[config.mk]
export PLATFORM = sky130hd
export DESIGN_NAME = hazard_scoreboard
export DESIGN_NICKNAME = d
export VERILOG_FILES = /design/src/rtl/hazard_scoreboard.sv
export SDC_FILE = /design/constraint.sdc
export NUM_CORES = 1
export LEC_CHECK = 0
export ABC_AREA = 0
export BUFFER_PORTS_ARGS = -buffer_cell sky130_fd_sc_hd__buf_2
export CORE_MARGIN = 5
export CORE_UTILIZATION = 30
export DETAILED_ROUTE_END_ITERATION = 10
export PLACE_DENSITY = 0.49
export SYNTH_ARGS = -nofsm -noshare
export SYNTH_HDL_FRONTEND = slang
export SYNTH_SLANG_ARGS = --single-unit
[constraint.sdc]
create_clock -name clk -period 4.72 [get_ports clk]
set_input_delay 0 -clock clk [delete_from_list [all_inputs] [get_ports clk]]
set_output_delay 0 -clock clk [all_outputs]
set_load 0.02 [all_outputs]
[src/rtl/hazard_scoreboard.sv]
// Hazard detection and operand-forward select for the ID stage, backed by a falling-edge shift-register scoreboard.
// Outputs are combinational with zero latency; the scoreboard shifts on every falling edge, including while stalled.
module hazard_scoreboard #(
  parameter int DEPTH        = 3,
  parameter int RBITS        = 5,
  parameter int FWD_EN       = 1,
  parameter int LOAD_FWD_MIN = 1,
  parameter int CNT_W        = 16,
  parameter int SELW         = $clog2(DEPTH + 1)
) (
  input  logic             clk,
  input  logic             rst_n,
  input  logic             id_valid,
  input  logic [RBITS-1:0] id_rs,
  input  logic [RBITS-1:0] id_rt,
  input  logic             id_uses_rs,
  input  logic             id_uses_rt,
  input  logic             id_regwr,
  input  logic [RBITS-1:0] id_rw,
  input  logic             id_is_load,
  input  logic             flush,
  output logic             stall,
  output logic [SELW-1:0]  fwd_a_sel,
  output logic [SELW-1:0]  fwd_b_sel,
  output logic [CNT_W-1:0] stall_cnt
);

  logic [DEPTH-1:0]            v;
  logic [DEPTH-1:0]            ld;
  logic [DEPTH-1:0][RBITS-1:0] rw;

  logic [1:0][RBITS-1:0] src;
  logic [1:0]            src_used;
  logic [1:0][SELW-1:0]  sel;
  logic [1:0]            src_haz;
  logic                  hazard;
  logic                  push;

  assign src      = {id_rt, id_rs};
  assign src_used = {id_uses_rt, id_uses_rs};

  // Scan oldest to youngest so the youngest match is the one left standing.
  always_comb begin
    sel     = '0;
    src_haz = '0;
    for (int s = 0; s < 2; s++) begin
      for (int k = DEPTH - 1; k >= 0; k--) begin
        if (src_used[s] && (src[s] != '0) && v[k] && (rw[k] == src[s])) begin
          sel[s]     = SELW'(k + 1);
          src_haz[s] = (FWD_EN == 0) || (ld[k] && (k < LOAD_FWD_MIN));
        end
      end
    end
  end

  assign hazard    = src_haz[0] | src_haz[1];
  assign stall     = id_valid & hazard & ~flush;
  assign fwd_a_sel = (FWD_EN != 0) ? sel[0] : '0;
  assign fwd_b_sel = (FWD_EN != 0) ? sel[1] : '0;
  assign push      = id_valid & id_regwr & (id_rw != '0) & ~stall & ~flush;

  always_ff @(negedge clk or negedge rst_n) begin
    if (!rst_n) begin
      v         <= '0;
      ld        <= '0;
      rw        <= '0;
      stall_cnt <= '0;
    end else begin
      v[0]  <= push;
      rw[0] <= id_rw;
      ld[0] <= id_is_load;
      for (int k = 1; k < DEPTH; k++) begin
        v[k]  <= v[k-1];
        rw[k] <= rw[k-1];
        ld[k] <= ld[k-1];
      end
      if (stall && (stall_cnt != '1)) begin
        stall_cnt <= stall_cnt + CNT_W'(1);
      end
    end
  end

endmodule

; Word-level counts from Yosys, hierarchy flattened
; Index checks and enable logic that the tools add are counted.
[word_totals]
ff_bits = 35
latch_bits = 0
ramBits = 0
romBits = 0
in_bits = 23
out_inout_bits = 21
word_cells = 49
mem_count = 0
[classes]
add_sub_neg = 1
n_mul = 0
div_mod_pow = 0
order_cmp = 0
eq_ne = 7
shifts = 0
muxes = 8
bitwise = 9
reduce_logical = 18
[op_table]
columns = cell, n
row1 = 5-bit equality test, 6
row2 = "16-bit by 1-bit adder with 16-bit output, second input constant", 1
row3 = "16-bit inequality test, second input constant", 1
row4 = 1-bit logical AND, 15
row5 = 5-bit nonzero test, 3
row6 = 2-bit two-way mux, 6
row7 = 1-bit AND, 6
row8 = 1-bit two-way mux, 2
row9 = 1-bit inverter, 2
row10 = 1-bit OR, 1

; Longest topological paths before layout
[logic_depth]
ltp_word = 11
ltp_mapped = 8
mapped_depth_nobuf = 6

==> results.toml <==
[cells_and_area]
final_cell_mix = "buf_2, xnor2_1, dfrtn_1"
area_growth_syn_to_layout_pct = 21.7
stdcell_area_sq_mm = 0.00214
nets = 233
post-route-util_pct = 36.9
final_common_cell = "buf_2"
finalNonFillerCells = 284
num-fill-cells = 610
drive_gt1_share_pct = 28.2
num_antenna_cells = 0

[setup_path]
regToRegStartpoint = "rw[1]"
reg2reg_to = "stall_cnt[10]"
ff2ff_setup_slack_ns = 2.71
slowest_delay_ns = 0.49
arrival_ns = 4.34
path_cells = "xnor2_1 > nand4_1 > nor3_2 > or2_1 > and2_1 > buf_2"
critPathMaxFanout = 7
cp_slowest_cell = "dfrtn_1"
critPathLaunchType = "flip-flop"
r2r_cells = 7
critPathKind = "flip-flop to output port"
crit_required_ns = 4.72
end_kind = "output port"

[min_path]
min_to = "v[1]"
min-delay-start = "v[0]"
hold_depth = 0
hold_class = "flip-flop to flip-flop"

[sta]
tightest_slew_ns = 0.818
rsz0062_at_grt = "false"
slew_headroom_pct = 45.4
fin_tns_setup_ns = 0
clock-skew-final_ns = 0.00470
maxSlewViolCount = 0
setup_violations = 0
hold_viol_final = 0

[synthesis]
syn_nets = 184
synth_mux_area_share_pct = 1.92
synth_fa_ha_area_share_pct = 0.710
ys_seq_elements = 35
synth-simple-area-share_pct = 20.4
synth_compound_area_share_pct = 4.19
synth_top_cell_area_share_pct = 49.7
yosys_warnings = 0
syn_area_per_cell_sq_um = 11.0
ys_types = 29
syn-cell-area_sq_mm = 0.00176
yosysTopAreaCell = "dfrtn_1"
synth_xor_area_share_pct = 21.4
netlist_instances = 160
synthTopCellsByArea = "dfrtn_1, xnor2_1, nand4_1"
ys_seq_area_share_pct = 49.7
synth_top_family_by_area = "XOR/XNOR gates"

[drt]
drt_wl_total_um = 4070
dr_total_vias = 1333
drc_errors = 0
dr.pass1.iters = 4
drtIter0Drc = 91
via_per_inst = 4.69
wl_per_cell_um = 14.3
antenna_left = 0

[cts]
cts_tree = "built"
cts_root_buf = "clkbuf_8"
hold_buffers = 0
cts.clk_slew.worst_paths_ns = 0.05
cts_made_buffers = 5
clockBufferDepth = 2
cts_max_level = 2
clk-insertion-delay-late_ns = 0.29
ctsResizeCount = 0
cts.sinks = 35
post_cts_buffers = 0

[global_route]
antenna_found_initial = 0
track_usage_pct = 11.9
grt_pass1_vias = 1402
overflow = 0
grt_pass1_wl_um = 6920
grt_max_degree = 36

[floorplan]
initial_core_util_pct = 30.3
dieHeight_um = 86.6
dieArea_sq_mm = 0.00750
io-pin-count = 44
rows = 28
coreArea_sq_mm = 0.00582
die_w_um = 86.6

[placed_design]
placed_cell_area_sq_mm = 0.00206
dp_hpwl_um = 3180
gp_congestion = 0.759
placed_cells = 277
io_buffers = 43

[power]
switching_share_pct = 23.8
p_comb_share_pct = 9.2
power.density_mw_per_mm2 = 276
clockPowerShare_pct = 36.8
p_int_uw = 451
p_switching_uw = 141
p_leak_nw = 0.958
vdd_drop_max_uv = 151
seqPwrFrac_pct = 54.0

[run_status]
outcome = "finished clean"

[job]
cap_violations = 0
-- through the flow --
step	worst slack [ns]	total power, mW	hold slack (ns)
6_report	0.376	0.592	0.364
5_1_grt	0.216	0.620	0.378
4_1_cts	0.334	0.600	0.371
3_5_place_dp	0.442	0.381	0.370
3_3_place_gp	0.479	0.381	0.375
2_1_floorplan	0.681	0.351	0.282
-- power by group through the flow --
stage	Sequential [mW]	Clock [mW]	Combinational, mW
finish	0.319	0.218	0.0546
floorplan	0.323	0	0.0280
detailed placement	0.325	0	0.0558
global route	0.321	0.239	0.0607
global placement	0.325	0	0.0557
CTS	0.320	0.225	0.0559
-- sequential cells by signal (all words and copies together) (netlist names) --
| register | count |
|---|---|
| ld | 1 |
| v | 3 |
| stall_cnt | 16 |
| rw | 15 |
-- critical path, delay by kind of cell (launching register included) --
kind | cells | cell delay, ns
and+or+nand+nor | 4 | 0.88
xor gates and xnor gates | 1 | 0.16
DFF | 1 | 0.49
buffers and inverters | 1 | 0.17
-- area by class of cell --
cell class	count	area [sq um]	area share, %
sequential	35	876	40.9
multi-input combinational	121	856	39.9
clock inverter	1	5.00	0.234
clock buffer	6	82.6	3.85
tap	75	93.8	4.38
timing repair buffer	44	223	10.4
inverter	2	7.51	0.350
-- synthesized netlist by cell type --
cell type,count
nor3_1,6
or2_1,1
xnor2_1,39
o21ai_0,1
nand3_2,2
mux2_1,1
o21ai_2,2
o211ai_2,1
o21bai_1,2
nor2_1,9
nand2_1,8
inv_1,2
nor4_1,1
and3_1,5
and2_1,1
nand4_1,12
nand3_1,13
and4_1,1
a31oi_1,1
mux2_2,2
ha_1,1
and2b_1,1
nand2b_1,1
xor2_1,4
o2111ai_1,2
buf_6,2
or4_1,3
dfrtn_1,35
nor3_2,1
-- worst max path at each step --
stage | startpoint | to | slack, ns | cells after the start
after global placement | id_rs[1] | stall_cnt[1] | 0.48 | 7
after CTS | rw[1] | stall | 0.33 | 6
after global routing | rw[1] | stall | 0.22 | 6
final | rw[1] | stall | 0.38 | 6
after detailed placement | id_rt[1] | stall_cnt[1] | 0.44 | 7
after floorplan | id_rt[1] | stall_cnt[1] | 0.68 | 7
-- per-layer routing --
metal  vias to the layer above  part of all wire (%)  track usage, %
li1                        662                     -               -
met1                       633                    49            17.2
met2                        34                    45            17.5
met3                         4                   4.4            3.23
met4                         0                   1.1            2.97
met5                         -                     0               0
-- cells by family after synthesis --
group,Yosys count
xor+xnor,43
flops,35
buf+inv,4
mux,3
simple gates,65
compound gates,9
fa+ha+maj,1
Power figures use the tool's default switching activity.
